File: config.mk
export PLATFORM = sky130hd
export DESIGN_NAME = uart_command_loader
export DESIGN_NICKNAME = d
export VERILOG_FILES = /design/src/rtl/uart_command_loader.sv
export SDC_FILE = /design/constraint.sdc
export NUM_CORES = 1
export LEC_CHECK = 0
export CORE_MARGIN = 2
export CORE_UTILIZATION = 60
export DETAILED_ROUTE_END_ITERATION = 6
export PLACE_DENSITY = 0.95
export SKIP_CTS_REPAIR_TIMING = 1
export SYNTH_ARGS = -nofsm -noshare
export SYNTH_HDL_FRONTEND = slang
export SYNTH_SLANG_ARGS = --single-unit
File: constraint.sdc
create_clock -name clk -period 15.85 [get_ports clk]
set_clock_uncertainty 0.1 [all_clocks]
set_input_delay 2.3775 -clock clk [delete_from_list [all_inputs] [get_ports clk]]
set_output_delay 2.3775 -clock clk [all_outputs]
set_load 0.05 [all_outputs]
File: src/rtl/uart_command_loader.sv
// Host command loader: packs RS232 bytes into big-endian words and runs the
// sync/opcode/address protocol for upload, download and CPU reset control.
// Optional feature macro: CMD_ACK_EN (send ACK_BYTE after every completed command).
module uart_command_loader #(
  parameter int         WORD_TIMEOUT = 1000000,
  parameter logic [7:0] ACK_BYTE     = 8'h4B
) (
  input  logic        clk,
  input  logic        rst,
  input  logic [7:0]  RX,
  input  logic        hasRX,
  input  logic        rxError,
  output logic [7:0]  TX,
  output logic        start_TX,
  input  logic        TX_ready,
  output logic [31:0] mem_addr,
  output logic [31:0] mem_wdata,
  output logic        mem_we,
  output logic        mem_re,
  input  logic [31:0] mem_rdata,
  output logic        force_rst,
  output logic        cmd_error
);

  typedef enum logic [3:0] {
    IDLE, OPCODE, UP_START, UP_END, UP_DATA,
    DN_START, DN_END, DN_READ, DN_WAIT, DN_SEND, DONE, ACK
  } state_t;

  state_t      state, state_nxt;
  logic [1:0]  byte_cnt;
  logic [31:0] word_sr;
  logic        word_valid;
  logic [31:0] idle_timer;
  logic        drop_rx, accept, timeout, clr_bytes;

  logic [31:0] cur_addr, cur_addr_nxt, end_addr, end_addr_nxt;
  logic [31:0] tx_sr, tx_sr_nxt;
  logic [1:0]  tx_cnt, tx_cnt_nxt;
  logic        tx_hold;
  logic [31:0] mem_addr_nxt, mem_wdata_nxt;
  logic        we_nxt, re_nxt, force_nxt, err_nxt;
  logic [31:0] word_aligned, addr_plus4;

  assign word_aligned = {word_sr[31:2], 2'b00};
  assign addr_plus4   = cur_addr + 32'd4;

  assign drop_rx = (state == DN_READ) || (state == DN_WAIT) || (state == DN_SEND) ||
                   (state == DONE) || (state == ACK);
  assign accept  = hasRX && !drop_rx;
  assign timeout = (byte_cnt != 2'd0) && !accept &&
                   (idle_timer == 32'(WORD_TIMEOUT - 1));
  assign clr_bytes = rxError || ((state_nxt == DN_READ) && (state != DN_READ));

  // tx_hold masks TX_ready for the cycle right after a pulse.
  assign start_TX = ((state == DN_SEND) || (state == ACK)) && TX_ready && !tx_hold;
  assign TX = (state == ACK)     ? ACK_BYTE :
              (state == DN_SEND) ? tx_sr[31:24] : 8'h00;

  always_ff @(posedge clk or posedge rst) begin
    if (rst) begin
      byte_cnt   <= 2'd0;
      word_sr    <= 32'd0;
      word_valid <= 1'b0;
      idle_timer <= 32'd0;
    end else if (clr_bytes || timeout) begin
      byte_cnt   <= 2'd0;
      word_valid <= 1'b0;
      idle_timer <= 32'd0;
    end else if (accept) begin
      word_sr    <= {word_sr[23:0], RX};
      byte_cnt   <= byte_cnt + 2'd1;
      word_valid <= (byte_cnt == 2'd3);
      idle_timer <= 32'd0;
    end else begin
      word_valid <= 1'b0;
      idle_timer <= (byte_cnt != 2'd0) ? idle_timer + 32'd1 : 32'd0;
    end
  end

  always_ff @(posedge clk or posedge rst) begin
    if (rst) begin
      state     <= IDLE;
      cur_addr  <= 32'd0;
      end_addr  <= 32'd0;
      tx_sr     <= 32'd0;
      tx_cnt    <= 2'd0;
      tx_hold   <= 1'b0;
      mem_addr  <= 32'd0;
      mem_wdata <= 32'd0;
      mem_we    <= 1'b0;
      mem_re    <= 1'b0;
      force_rst <= 1'b1;
      cmd_error <= 1'b0;
    end else begin
      state     <= state_nxt;
      cur_addr  <= cur_addr_nxt;
      end_addr  <= end_addr_nxt;
      tx_sr     <= tx_sr_nxt;
      tx_cnt    <= tx_cnt_nxt;
      tx_hold   <= start_TX;
      mem_addr  <= mem_addr_nxt;
      mem_wdata <= mem_wdata_nxt;
      mem_we    <= we_nxt;
      mem_re    <= re_nxt;
      force_rst <= force_nxt;
      cmd_error <= err_nxt;
    end
  end

  always_comb begin
    state_nxt     = state;
    cur_addr_nxt  = cur_addr;
    end_addr_nxt  = end_addr;
    tx_sr_nxt     = tx_sr;
    tx_cnt_nxt    = tx_cnt;
    mem_addr_nxt  = mem_addr;
    mem_wdata_nxt = mem_wdata;
    we_nxt        = 1'b0;
    re_nxt        = 1'b0;
    force_nxt     = force_rst;
    err_nxt       = timeout;
    case (state)
      IDLE: if (word_valid && (word_sr == 32'd0)) state_nxt = OPCODE;
      OPCODE: if (word_valid) begin
        case (word_sr)
          32'd2:   state_nxt = UP_START;
          32'd3:   state_nxt = DN_START;
          32'd4:   begin force_nxt = 1'b1; state_nxt = DONE; end
          32'd5:   begin force_nxt = 1'b0; state_nxt = DONE; end
          default: begin err_nxt = 1'b1; state_nxt = IDLE; end
        endcase
      end
      UP_START, DN_START: if (word_valid) begin
        cur_addr_nxt = word_aligned;
        state_nxt    = (state == UP_START) ? UP_END : DN_END;
      end
      UP_END, DN_END: if (word_valid) begin
        end_addr_nxt = word_aligned;
        if (word_aligned <= cur_addr) state_nxt = DONE;
        else state_nxt = (state == UP_END) ? UP_DATA : DN_READ;
      end
      UP_DATA: if (word_valid) begin
        we_nxt        = 1'b1;
        mem_addr_nxt  = cur_addr;
        mem_wdata_nxt = word_sr;
        cur_addr_nxt  = addr_plus4;
        if (addr_plus4 == end_addr) state_nxt = DONE;
      end
      DN_READ: begin
        re_nxt       = 1'b1;
        mem_addr_nxt = cur_addr;
        state_nxt    = DN_WAIT;
      end
      // mem_rdata is valid the cycle after the strobe, so skip the strobe cycle.
      DN_WAIT: if (!mem_re) begin
        tx_sr_nxt  = mem_rdata;
        tx_cnt_nxt = 2'd0;
        state_nxt  = DN_SEND;
      end
      DN_SEND: if (start_TX) begin
        tx_sr_nxt  = {tx_sr[23:0], 8'h00};
        tx_cnt_nxt = tx_cnt + 2'd1;
        if (tx_cnt == 2'd3) begin
          cur_addr_nxt = addr_plus4;
          state_nxt    = (addr_plus4 == end_addr) ? DONE : DN_READ;
        end
      end
`ifdef CMD_ACK_EN
      DONE: state_nxt = ACK;
`else
      DONE: state_nxt = IDLE;
`endif
      ACK: if (start_TX) state_nxt = IDLE;
      default: state_nxt = IDLE;
    endcase
    if (rxError) begin
      state_nxt = IDLE;
      err_nxt   = 1'b1;
      we_nxt    = 1'b0;
      re_nxt    = 1'b0;
      force_nxt = force_rst;
    end
  end

endmodule
**Word-level counts from Yosys, hierarchy flattened**

Index checks and enable logic that the tools add are counted.

- Flip-flop bits (word level): 236
- Output and inout bits: 77
- Word-level logic and storage cells: 134

- $add $sub $neg: 4
- Order comparisons: 1
- Equality and inequality tests: 26
- Muxes and demuxes: 49
- Bitwise gates (word level): 2
- Reductions and logical operators: 36

Operators with widths:

| operator | number |
|---|---|
| $mux W32 | 10 |
| $pmux W32 S2 | 2 |
| $pmux W32 S3 | 1 |
| $eq A32 B2 Y1 const B | 2 |
| $eq A32 B3 Y1 const B | 2 |
| $mux W4 | 13 |
| $pmux W4 S9 | 1 |
| $add A32 B1 Y32 const B | 1 |
| $add A32 B3 Y32 const B | 1 |
| $eq A32 B20 Y1 const B | 1 |
| $eq A32 B32 Y1 | 1 |
| $le A32 B32 Y1 | 1 |
| $logic_not A32 Y1 | 1 |
| $eq A4 B3 Y1 const B | 5 |
| $eq A4 B4 Y1 const B | 4 |
| $mux W8 | 2 |
| $pmux W4 S3 | 1 |
| $mux W1 | 11 |
| $mux W2 | 5 |
| $reduce_bool A2 Y1 | 5 |
| $eq A4 B2 Y1 const B | 2 |
| $ne A2 B2 Y1 const B | 4 |
| $reduce_and A2 Y1 | 4 |
| $logic_and A1 B1 Y1 | 7 |
| 18 further kinds | 31 |

**Logic depth before layout (Yosys ltp)**

- Depth after elaboration: 14
- Gate-level depth with buffers: 13
- Depth with buffers taken out: 10

**Worst setup path after synthesis**

No wires, ideal clock.

- Path kind: input port to output port
- Start point: input port TX_ready
- End point: output port start_TX
- Data arrival time: 3.187 ns
- Setup slack: 10.186 ns
- Cell stages on the path: 2
- Cell sequence: nand2b_1 > nor2_1

- Cells in the longest elaborated chain, start to end: 2

RTL lines:

| element | RTL line | text |
|---|---|---|
| start, declared | 15 | `input logic TX_ready,` |
| $logic_and A1 B1 Y1 (2 in a row) | 56 | `assign start_TX = ((state == DN_SEND) \|\| (state == ACK)) && TX_ready && !tx_hold;` |
| end, declared | 14 | `output logic start_TX,` |

Every way passes these cells.

**Worst setup path after layout**

Ends and elaborated chain as after synthesis.

==> impl_metrics.ini <==
[yosys]
synth-seq-area-share = 0.455
netlist_instances = 1422
yosys_most_used_dff = dfrtp_1
syn_area_sq_mm = 0.0128
synth_commonest_cells = 231 x dfrtp_1, 218 x nand2_1, 154 x o21ai_0
netlist.area_leader.share = 0.453
async_flop_share = 1.00
synth.most_common_cell = dfrtp_1
synth_warnings = 0
synth_seq_cells = 232
avgSynthCellArea_sq_um = 8.98
synth_edf_count = 0
synth_area_leaders = dfrtp_1 45%, nand2_1 6.4%, o21ai_0 6.0%
synth_top_area_cell = dfrtp_1
synth_cell_types = 63

[global_routing]
grt-ovfl-total = 0
antenna_found_initial = 0
grt_start_max_net_pins = 109
grt_pass1_vias = 11200
track_usage = 0.317
grt_first_pass_wirelength_microns = 56900

[power]
power_frac_comb = 0.084
power_w = 0.00134
cell_internal_pwr_w = 0.00100
p_per_area_mw_per_mm2 = 90.6
swShare = 0.256
clkPwrFrac = 0.436
leakage_nw = 6.36
vdd_drop_max_uv = 86.9
p_seq_frac = 0.480
switchingPower_w = 0.000344

[timing]
setup_ws_ns = 9.33
relSlewSlack = 0.164
fmax_mhz = 153
slew_violations = 0
hold_violations = 0
period_share = 0.412
worstMarginPinSlew_ns = 1.25
min_period_ns = 6.52
setup_tns_ns = 0
finalSetupViolCount = 0
rsz0062_at_grt = no

[worst_setup_path]
worstSetupStartpointType = input pin
cpPeakStageDelay_ns = 0.83
crit_buf_inv = 2
slowest_stage = clkdlybuf4s50_1
cp.required_ns = 13.37
cp_top_family = buffers and inverters
crit_path_end_kind = primary output
cpMostUsedCell = clkdlybuf4s50_1
worstPathMaxFanout = 7
cp_cell_sequence = clkdlybuf4s50_1 -> nand2b_1 -> nor2_1 -> clkdlybuf4s50_1
crit_type = input pin to primary output
cp.arrival_ns = 4.05

[cells_and_area]
nNetsFinal = 1562
antenna_cells = 0
ff_latch_area_sq_mm = 0.00581
final_cell_area_sq_mm = 0.0148
num-fill-cells = 1534
drive_gt1_frac = 0.0688
area_growth_pct = 16.2
layout.cells.non_filler = 1773
multi_input_area_sq_mm = 0.00634

[placement]
placed_area_sq_mm = 0.0140
gp_congestion = 0.927
post-dp-hpwl_microns = 24200
dp_cells = 1731
portBuffers = 119
post-place-ws_ns = 9.33

[routing]
drt_iter0_markers = 1279
drt_wl_total_microns = 35100
vias_per_cell = 6.37
drc_errors = 0
wl_per_cell_microns = 19.8
drtPass1Iterations = 5
ant_nets = 0
num_vias = 11300

[run]
maxCapViolations = 0

[clock_network]
clkTransAtPathRegs_ns = 0.06
clock_latency_ns = 0.54
cts_buffers = 24
cts_sinks = 232
cts_buffer_depth = 3
cts_tree = built
clock-root-buffer = clkbuf_16
cts-htree-levels = 1

[die]
ios = 122
row_count = 53
coreArea_sq_mm = 0.0210
dieArea_sq_mm = 0.0225
die_h_microns = 150
start_util = 0.609
die_x_microns = 150

[run_status]
outcome = completed

[min_path]
min_path_type = flip-flop to flip-flop
## worst reg2reg max path, stage by stage, from the launching register on
cell and delay (ns):
dfrtp_1 0.54, ha_1 0.48, inv_1 0.19, or3_1 0.62, nor4_1 0.78, o21ai_0 0.22
or4_1 0.62, nor4_4 0.53, o31ai_4 0.12, buf_4 0.41, o31ai_1 0.35
## per-layer routing
metal | GRT usage | vias up | routed length (microns)
li1 | - | 5161 | -
met3 | 0.0595 | 140 | 2980
met4 | 0.161 | 0 | 1870
met2 | 0.523 | 561 | 16900
met5 | 0 | - | 0
met1 | 0.401 | 5439 | 13400
## layout by cell type, fill, tap and decap left out, types with 9 or more instances in the layout
cell type / instances
inv_1: 66
o31a_1: 26
clkdlybuf4s50_1: 119
buf_4: 12
or3_1: 9
ha_1: 35
nor4_1: 20
xor2_1: 25
clkbuf_16: 24
o22ai_1: 16
xnor2_1: 51
nand3_1: 46
mux2i_1: 26
and3_1: 14
mux2_2: 17
dfrtp_1: 231
nand2b_1: 17
a22o_1: 10
o31ai_2: 10
a21oi_1: 67
nor2b_1: 11
nor2_1: 72
nand4_1: 30
nor3_1: 31
o31ai_1: 22
nand2_1: 217
o21ai_0: 154
a22oi_1: 13
## flip-flops by register name, indices dropped and copies added, names as in the netlist
name        flops
mem_we          1
cmd_error       1
force_rst       1
mem_wdata      32
word_sr        32
state           4
mem_addr       30
end_addr       30
tx_hold         1
byte_cnt        2
cur_addr       30
mem_re          1
idle_timer     32
word_valid      1
tx_sr          32
tx_cnt          2
## path summary, 6_finish.rpt
path,startpoint,to,slack [ns],depth (start not counted)
worst max-delay path,TX_ready,start_TX,9.33,4
min in group asynchronous,rst,tx_hold,2.28,2
worst max register to register,cur_addr[2],word_sr[31],10.77,10
worst min register to register,mem_addr[18],mem_addr[18],0.38,2
worst min-delay path,mem_addr[18],mem_addr[18],0.38,2
max in group asynchronous,rst,mem_addr[23],11.30,4
## cell families (layout without fill, tap and decap cells)
family	count (synthesis)	in the layout	synth area share
multiplexers	43	43	0.0354
adder cells (fa/ha/maj)	35	35	0.0343
flip-flops	232	232	0.455
XOR/XNOR	76	76	0.0521
AO/OA/AOI/OAI	362	362	0.177
buffers and inverters	165	240	0.0530
other	1	2	0.000294
AND/OR/NAND/NOR	508	508	0.193
## final cells by class
class	instances	share of cell area
multi-input combinational	1026	0.427
sequential	232	0.391
timing repair buffer	131	0.0864
clock buffer	32	0.0452
tap	275	0.0232
inverter	67	0.0175
clock inverter	10	0.00936
## stage by stage
step / utilization / hold slack, ns
final: 0.708 / 0.379
after floorplan: - / 0.342
after global routing: 0.708 / 0.407
after CTS: 0.708 / 0.384
after detailed placement: 0.669 / 0.371
after global placement: 0.669 / 0.355
## power groups by stage
stage / Clock (W) / Combinational, W / Sequential [W]
after detailed placement: 0 / 0.000111 / 0.000652
after global placement: 0 / 0.000104 / 0.000651
after global routing: 0.000610 / 0.000126 / 0.000645
final: 0.000586 / 0.000113 / 0.000645
after CTS: 0.000585 / 0.000113 / 0.000642
after floorplan: 0 / 0.0000749 / 0.000638
No activity file was read; power rests on OpenSTA's default activity.
